File: config.mk
export PLATFORM = sky130hd
export DESIGN_NAME = ring_nic
export DESIGN_NICKNAME = d
export VERILOG_FILES = /design/src/rtl/ring_nic_pkg.sv /design/src/rtl/ring_nic_fifo.sv /design/src/rtl/ring_nic.sv
export SDC_FILE = /design/constraint.sdc
export NUM_CORES = 1
export LEC_CHECK = 0
export ABC_AREA = 1
export CAP_MARGIN = 20
export CORE_AREA = 2 2 187 189
export DETAILED_ROUTE_END_ITERATION = 7
export DIE_AREA = 0 0 189 191
export DONT_BUFFER_PORTS = 1
export PLACE_DENSITY_LB_ADDON = 0.05
export SKIP_CTS_REPAIR_TIMING = 1
export SLEW_MARGIN = 20
export SYNTH_ARGS = -nofsm -noshare
export SYNTH_HDL_FRONTEND = slang
export SYNTH_SLANG_ARGS = --single-unit
File: constraint.sdc
create_clock -name clk -period 6 [get_ports clk]
set_input_delay 1.2 -clock clk [delete_from_list [all_inputs] [get_ports clk]]
set_output_delay 1.2 -clock clk [all_outputs]
set_load 0.01 [all_outputs]
File: src/rtl/ring_nic_pkg.sv
// ring_nic_pkg: shared constants and types for the ring network interface.
//   PKT_W        : packet width
//   field bits   : VC, direction, hop count, source id and payload positions
//   nic_addr_e   : processor-side register map addresses
//   pkt_vc()     : extracts the virtual-channel bit of a packet
package ring_nic_pkg;

  localparam int PKT_W   = 64;

  localparam int VC_BIT  = 63;
  localparam int DIR_BIT = 62;
  localparam int HOP_HI  = 55;
  localparam int HOP_LO  = 48;
  localparam int SRC_HI  = 47;
  localparam int SRC_LO  = 32;
  localparam int DATA_HI = 31;
  localparam int DATA_LO = 0;

  typedef enum logic [1:0] {
    ADDR_IN_BUF   = 2'b00,
    ADDR_IN_STAT  = 2'b01,
    ADDR_OUT_BUF  = 2'b10,
    ADDR_OUT_STAT = 2'b11
  } nic_addr_e;

  function automatic logic pkt_vc(input logic [PKT_W-1:0] pkt);
    return pkt[VC_BIT];
  endfunction

endpackage

File: src/rtl/ring_nic_fifo.sv
// ring_nic_fifo: small synchronous FIFO used for both NIC directions.
//   clk, rst : clock, synchronous active-high reset (empties the FIFO)
//   push/din : write request and data; ignored when full (pre-edge state)
//   pop      : read request; ignored when empty
//   head     : current head entry (valid while ~empty)
//   full     : count == DEPTH
//   empty    : count == 0
module ring_nic_fifo #(
  parameter int DEPTH = 2,
  parameter int PKT_W = 64
) (
  input  logic             clk,
  input  logic             rst,
  input  logic             push,
  input  logic             pop,
  input  logic [PKT_W-1:0] din,
  output logic [PKT_W-1:0] head,
  output logic             full,
  output logic             empty
);

  localparam int PTR_W  = (DEPTH > 1) ? $clog2(DEPTH) : 1;
  localparam int CNT_FW = $clog2(DEPTH) + 1;

  logic [PKT_W-1:0]  mem [DEPTH];
  logic [PTR_W-1:0]  wr_ptr;
  logic [PTR_W-1:0]  rd_ptr;
  logic [CNT_FW-1:0] count;
  logic              do_push;
  logic              do_pop;

  // Explicit wrap keeps this correct for DEPTH=1, where the pointer never moves.
  function automatic logic [PTR_W-1:0] next_ptr(input logic [PTR_W-1:0] p);
    return (p == PTR_W'(DEPTH - 1)) ? '0 : p + 1'b1;
  endfunction

  assign full    = (count == CNT_FW'(DEPTH));
  assign empty   = (count == '0);
  assign do_push = push & ~full;
  assign do_pop  = pop & ~empty;
  assign head    = mem[rd_ptr];

  always_ff @(posedge clk) begin
    if (do_push) mem[wr_ptr] <= din;
  end

  always_ff @(posedge clk) begin
    if (rst) begin
      wr_ptr <= '0;
      rd_ptr <= '0;
      count  <= '0;
    end else begin
      if (do_push) wr_ptr <= next_ptr(wr_ptr);
      if (do_pop)  rd_ptr <= next_ptr(rd_ptr);
      case ({do_push, do_pop})
        2'b10:   count <= count + 1'b1;
        2'b01:   count <= count - 1'b1;
        default: count <= count;
      endcase
    end
  end

endmodule

File: src/rtl/ring_nic.sv
// ring_nic: network interface between one processor port and one ring router.
//   clk, rst              : clock, synchronous active-high reset
//   addr/d_in/nicEN/nicWrEn : processor register-map access
//   d_out                 : registered read data (zero when no read)
//   net_si/net_ri/net_di  : router -> NIC ingress channel
//   net_so/net_ro/net_do  : NIC -> router egress channel, gated by ring polarity
//   net_polarity          : current ring phase; a packet leaves only when its VC bit matches
//   tx_cnt/rx_cnt/drop_cnt: statistics
// Build option: NIC_STATS_EN enables saturating statistics counters; when
// undefined the counter ports are tied to zero.
module ring_nic
  import ring_nic_pkg::*;
#(
  parameter int DEPTH = 2,
  parameter int CNT_W = 16
) (
  input  logic             clk,
  input  logic             rst,
  input  logic [1:0]       addr,
  input  logic [PKT_W-1:0] d_in,
  input  logic             nicEN,
  input  logic             nicWrEn,
  output logic [PKT_W-1:0] d_out,
  input  logic             net_si,
  output logic             net_ri,
  input  logic [PKT_W-1:0] net_di,
  output logic             net_so,
  input  logic             net_ro,
  output logic [PKT_W-1:0] net_do,
  input  logic             net_polarity,
  output logic [CNT_W-1:0] tx_cnt,
  output logic [CNT_W-1:0] rx_cnt,
  output logic [CNT_W-1:0] drop_cnt
);

  logic             rd_strobe;
  logic             out_wr;
  logic             in_push;
  logic             in_pop;
  logic [PKT_W-1:0] in_head;
  logic             in_full;
  logic             in_empty;
  logic             out_full;
  logic             out_empty;

  assign rd_strobe = nicEN & ~nicWrEn;
  assign out_wr    = nicEN & nicWrEn & (addr == ADDR_OUT_BUF);
  assign in_pop    = rd_strobe & (addr == ADDR_IN_BUF);

  assign net_ri  = ~in_full;
  assign in_push = net_si & net_ri;

  // Head-of-line: only the head packet is considered, so order is preserved
  // even if a later packet would match the current phase.
  assign net_so = ~out_empty & net_ro & (pkt_vc(net_do) == net_polarity);

  ring_nic_fifo #(.DEPTH(DEPTH), .PKT_W(PKT_W)) u_in_fifo (
    .clk   (clk),
    .rst   (rst),
    .push  (in_push),
    .pop   (in_pop),
    .din   (net_di),
    .head  (in_head),
    .full  (in_full),
    .empty (in_empty)
  );

  ring_nic_fifo #(.DEPTH(DEPTH), .PKT_W(PKT_W)) u_out_fifo (
    .clk   (clk),
    .rst   (rst),
    .push  (out_wr),
    .pop   (net_so),
    .din   (d_in),
    .head  (net_do),
    .full  (out_full),
    .empty (out_empty)
  );

  always_ff @(posedge clk) begin
    if (rst) begin
      d_out <= '0;
    end else if (rd_strobe) begin
      case (addr)
        ADDR_IN_BUF:   d_out <= in_empty ? '0 : in_head;
        ADDR_IN_STAT:  d_out <= {{(PKT_W-2){1'b0}}, in_full, ~in_empty};
        ADDR_OUT_STAT: d_out <= {{(PKT_W-2){1'b0}}, out_empty, out_full};
        default:       d_out <= '0;
      endcase
    end else begin
      d_out <= '0;
    end
  end

`ifdef NIC_STATS_EN
  logic drop_ev;
  assign drop_ev = out_wr & out_full;

  always_ff @(posedge clk) begin
    if (rst) begin
      tx_cnt   <= '0;
      rx_cnt   <= '0;
      drop_cnt <= '0;
    end else begin
      if (net_so  && tx_cnt   != '1) tx_cnt   <= tx_cnt + 1'b1;
      if (in_push && rx_cnt   != '1) rx_cnt   <= rx_cnt + 1'b1;
      if (drop_ev && drop_cnt != '1) drop_cnt <= drop_cnt + 1'b1;
    end
  end
`else
  assign tx_cnt   = '0;
  assign rx_cnt   = '0;
  assign drop_cnt = '0;
`endif

endmodule
======== Yosys cells after proc, flatten, opt, wreduce, memory -nomap -nowiden ========
Memories as Yosys holds them, arrays and structs flattened. A register that Yosys moved wholly into a read port is not among the register bits.
Index checks and enable logic that the tools add are counted.
storage, ports and cells
  bits in registers ....................... 72
  RAM bits ................................ 256
  output and inout port bits .............. 178
  memories kept ........................... 2
memories
  memory          words  bits a word  rd ports  clocked after Yosys merged registers in  wr ports  RTL line             source
  u_in_fifo.mem   2      64           1         1                                        1         ring_nic_fifo.sv:25  logic [PKT_W-1:0] mem [DEPTH];
  u_out_fifo.mem  2      64           1         1                                        1         ring_nic_fifo.sv:25
operators by class
  add/sub/neg operators ................... 8
  equal/unequal tests ..................... 10
  multiplexer cells ....................... 16
  bitwise gates (word level) .............. 17
  reductions and logical operators ........ 6
operator list
  cell                 count
  $pmux 64 s3          1
  $mux 64              1
  $eq 2x2->1 const B   6
  $mux 1               12
  $and 1x1->1          11
  $pmux 2 s2           2
  $eq 2x1->1 const B   3
  $logic_not 2->1      3
  $not 1->1            6
  $add 1x1->1 const B  4
  $add 2x1->2 const B  2
  $reduce_bool 2->1    2
  $sub 2x1->2 const B  2
  $reduce_or 2->1      1
  $eq 1x1->1           1

======== Longest topological paths before layout ========
  depth in word-level cells ............... 7
  depth in mapped cells ................... 11

======== Hierarchy ========
A second synthesis with hierarchy kept.
unflattened totals
  cells, all modules ...................... 694
  area, all modules ....................... 12962.4 um^2
by module, submodules not included
  module         instances  cells an instance  area an instance (um^2)  sequential area each (um^2)
  ring_nic_fifo  2          239                5166.2                   3943.8
  ring_nic       1          216                2630.0                   1281.2

======== Least setup slack after synthesis ========
No wires, ideal clock.
  path kind ............................... input-to-reg
  start point ............................. input port nicWrEn
  end point ............................... memory u_out_fifo.mem[0][0] (enable)
  library setup time ...................... 0.487 ns
  arrival ................................. 4.234 ns
  data required time ...................... 5.513 ns
  slack ................................... 1.280 ns
  stages on the path ...................... 4
  buffers on the path ..................... 0
  cell sequence ........................... inv_1 -> a21oi_1 -> nand3_1 -> nor2_1
on the way
  word-level cells in the longest chain between the ends .. 5
RTL lines
  element                       RTL line             source
  start: declaration            ring_nic.sv:22       input logic nicWrEn,
  $and 1x1->1 (2 in a row)      ring_nic.sv:47       assign out_wr = nicEN & nicWrEn & (addr == ADDR_OUT_BUF);
  $and 1x1->1                   ring_nic_fifo.sv:39  assign do_push = push & ~full;
  $mux 1                        ring_nic_fifo.sv:44  if (do_push) mem[wr_ptr] <= din;
  $mux 1 (implied by the code)  ring_nic_fifo.sv:44
  end: declaration              ring_nic_fifo.sv:25
Every way passes these cells.

==> impl_metrics.tcl <==
set metrics [dict create \
    status "finished clean" \
    p_seq_frac 0.530 \
    ff_latch_area_sq_um 9170 \
    place_hpwl_um 15600 \
    dieArea_sq_um 36100 \
    netlist_top_cells_area "edfxtp_1, dfxtp_1, nand2_1, a21oi_2, buf_4" \
    gr-total-overflow 0 \
    period_minus_slack_ns 3.27 \
    switching_share 0.204 \
    synth_edf_count 256 \
    grt_max_degree 66 \
    place_ws_ns 2.78 \
    met3_usage 0.0778 \
    cap_violations 0 \
    grtUsageMet1 0.145 \
    nets 1029 \
    endpoint_kind "primary output" \
    ys_types 25 \
    p_leak_nw 4.85 \
    relSlewSlack 0.338 \
    fmax_mhz 306 \
    routed_wl_um 24800 \
    fin_ws_ns 2.73 \
    antenna_found_initial 0 \
    r2r_start "u_in_fifo.count[0]" \
    yosys.area.top_type "edfxtp_1" \
    worst_pin_slew_ns 0.991 \
    grt_usage 0.132 \
    ys_seq_area_frac 0.774 \
    hp-class "flop to flop" \
    maxSlewViolCount 0 \
    required_ns 4.80 \
    h-tree-depth 2 \
    globalplace.congestion 0.746 \
    synthToLayoutAreaGrowth_pct 12.6 \
    cpMaxStageDelayCell "buf_4" \
    finalHoldViolCount 0 \
    min_period_over_period 0.545 \
    vias_per_cell 4.40 \
    start_util 0.347 \
    p_int_mw 3.86 \
    synth-async-reset-ratio 0 \
    peakVddDrop_mv 0.266 \
    cts_root_buffer "clkbuf_16" \
    rows 68 \
    crit_chain "buf_4 -> nand2_1 -> nand2_1 -> nand2_1 -> nand3_1 -> inv_1" \
    worst_setup_path_start_kind "flop" \
    synthesis.area_sq_um 11800 \
    p_clk_frac 0.439 \
    die_h_um 191 \
    switchingPower_mw 0.988 \
    clockBufferDepth 3 \
    synth.most_common_cell "nand2_1" \
    multiInputGateArea_sq_um 2260 \
    vias 6039 \
    io_buffers 0 \
    netlist_instances 876 \
    clk_latency_ns 0.51 \
    postRouteAntennaNets 0 \
    numClockSinks 330 \
    hold-worst-slack_ns 0.502 \
    drt-initial-drc-count 265 \
    wire_per_inst_um 18.1 \
    cp_max_fo 64 \
    final_util 0.391 \
    use_met2 0.214 \
    cpMostUsedCell "nand2_1" \
    totalPowerFinal_mw 4.85 \
    ys_warn_count 0 \
    p_comb_frac 0.032 \
    power.density_nw_per_um2 364 \
    max_stage_delay_ns 0.57 \
    avgSynthCellArea_sq_um 13.5 \
    synth_ff_type "edfxtp_1" \
    post-route-drc-count 0 \
    criticalPathCategory "flop to primary output" \
    num-fill-cells 3208 \
    setup_tns_ns 0 \
    min-delay-start "u_out_fifo.wr_ptr" \
    rsz0062_at_grt "no" \
    clk_pin_slew_ns 0.06 \
    synth-seq-cells 330 \
    setup_viol 0 \
    globalRoute.busiestLayer "met2" \
    drtPass1Iterations 4 \
    yosysTopAreaCellShare 0.649 \
    grt_pass1_wl_um 36300 \
    finClkSkew_ns 0.0177 \
    cp.arrival_ns 2.07 \
    die_width_um 189 \
    synthTopCellsByCount "nand2_1, edfxtp_1, dfxtp_1, a21oi_2, buf_4" \
    ioPinCount 315 \
    core_sq_um 34100 \
    cts_tree "built" \
    diodes 0 \
    grt_pass1_vias 6053 \
    numCtsBuffers 36 \
    drive_gt1_frac 0.150 \
]
## cells in the final DEF (no fill, tap or decap), types with 3 or more instances in the layout
master / n
inv_2: 3
a21oi_1: 9
nand3_1: 5
conb_1: 48
o21ai_0: 5
edfxtp_1: 256
clkbuf_8: 5
clkbuf_16: 37
nor2_1: 10
inv_1: 20
a21oi_2: 60
clkinv_2: 9
buf_4: 8
nand4_1: 4
clkbuf_1: 8
nor2_4: 5
nand2_1: 334
dfxtp_1: 72
## sequential cells by signal, indices dropped and copies added (netlist names), named ones only
| signal | count |
|---|---|
| u_out_fifo.rd_ptr | 1 |
| u_in_fifo.count | 2 |
| u_in_fifo.mem | 128 |
| u_out_fifo.wr_ptr | 1 |
| u_in_fifo.rd_ptr | 1 |
| u_in_fifo.wr_ptr | 1 |
| u_out_fifo.count | 2 |
| d_out | 64 |
| u_out_fifo.mem | 128 |
## worst max-delay path: cells and delay by family, from the launching register on
family	cells	cell delay (ns)
buf+inv	2	0.67
flops	1	0.33
simple gates	4	0.57
## area by class of cell
cell class | instances | share of cell area
sequential | 330 | 0.688
multi-input combinational | 490 | 0.170
clock buffer | 50 | 0.0768
tap | 455 | 0.0427
clock inverter | 16 | 0.0106
inverter | 23 | 0.00647
timing repair buffer | 9 | 0.00600
## layer usage
layer / up-vias / wire length, um
met5: - / 0
met4: 0 / 623
met3: 48 / 3340
met2: 224 / 11500
met1: 2874 / 9350
li1: 2893 / -
## logic make-up after synthesis
group | Yosys count | synth area share
AOI/OAI and AO/OA | 76 | 0.0514
xor gates and xnor gates | 2 | 0.00148
adders and majority gates | 2 | 0.00211
buffers and inverters | 103 | 0.0519
DFF | 330 | 0.774
other | 1 | 0.000317
and+or+nand+nor | 362 | 0.118
## power by group through the flow
stage | clock [mW] | sequential, mW | combinational, mW
4_1_cts | 2.21 | 2.57 | 0.158
3_3_place_gp | 0 | 2.61 | 0.153
5_1_grt | 2.30 | 2.57 | 0.174
6_report | 2.13 | 2.57 | 0.153
3_5_place_dp | 0 | 2.62 | 0.157
2_1_floorplan | 0 | 2.62 | 0.139
## through the flow
stage,cell area (sq um),instances
finish,13300,1373
floorplan,12000,923
global placement,12100,1306
CTS,13300,1373
global route,13300,1373
detailed placement,12200,1307
## path summary, 6_finish.rpt
path	to	slack, ns	cells past startpoint
max reg2reg	u_in_fifo.mem[1][30]	3.36	5
min reg2reg	u_out_fifo.wr_ptr	0.50	2
min	u_out_fifo.wr_ptr	0.50	2
max	net_so	2.73	6
Note: power is estimated with default switching activity, not from simulation.
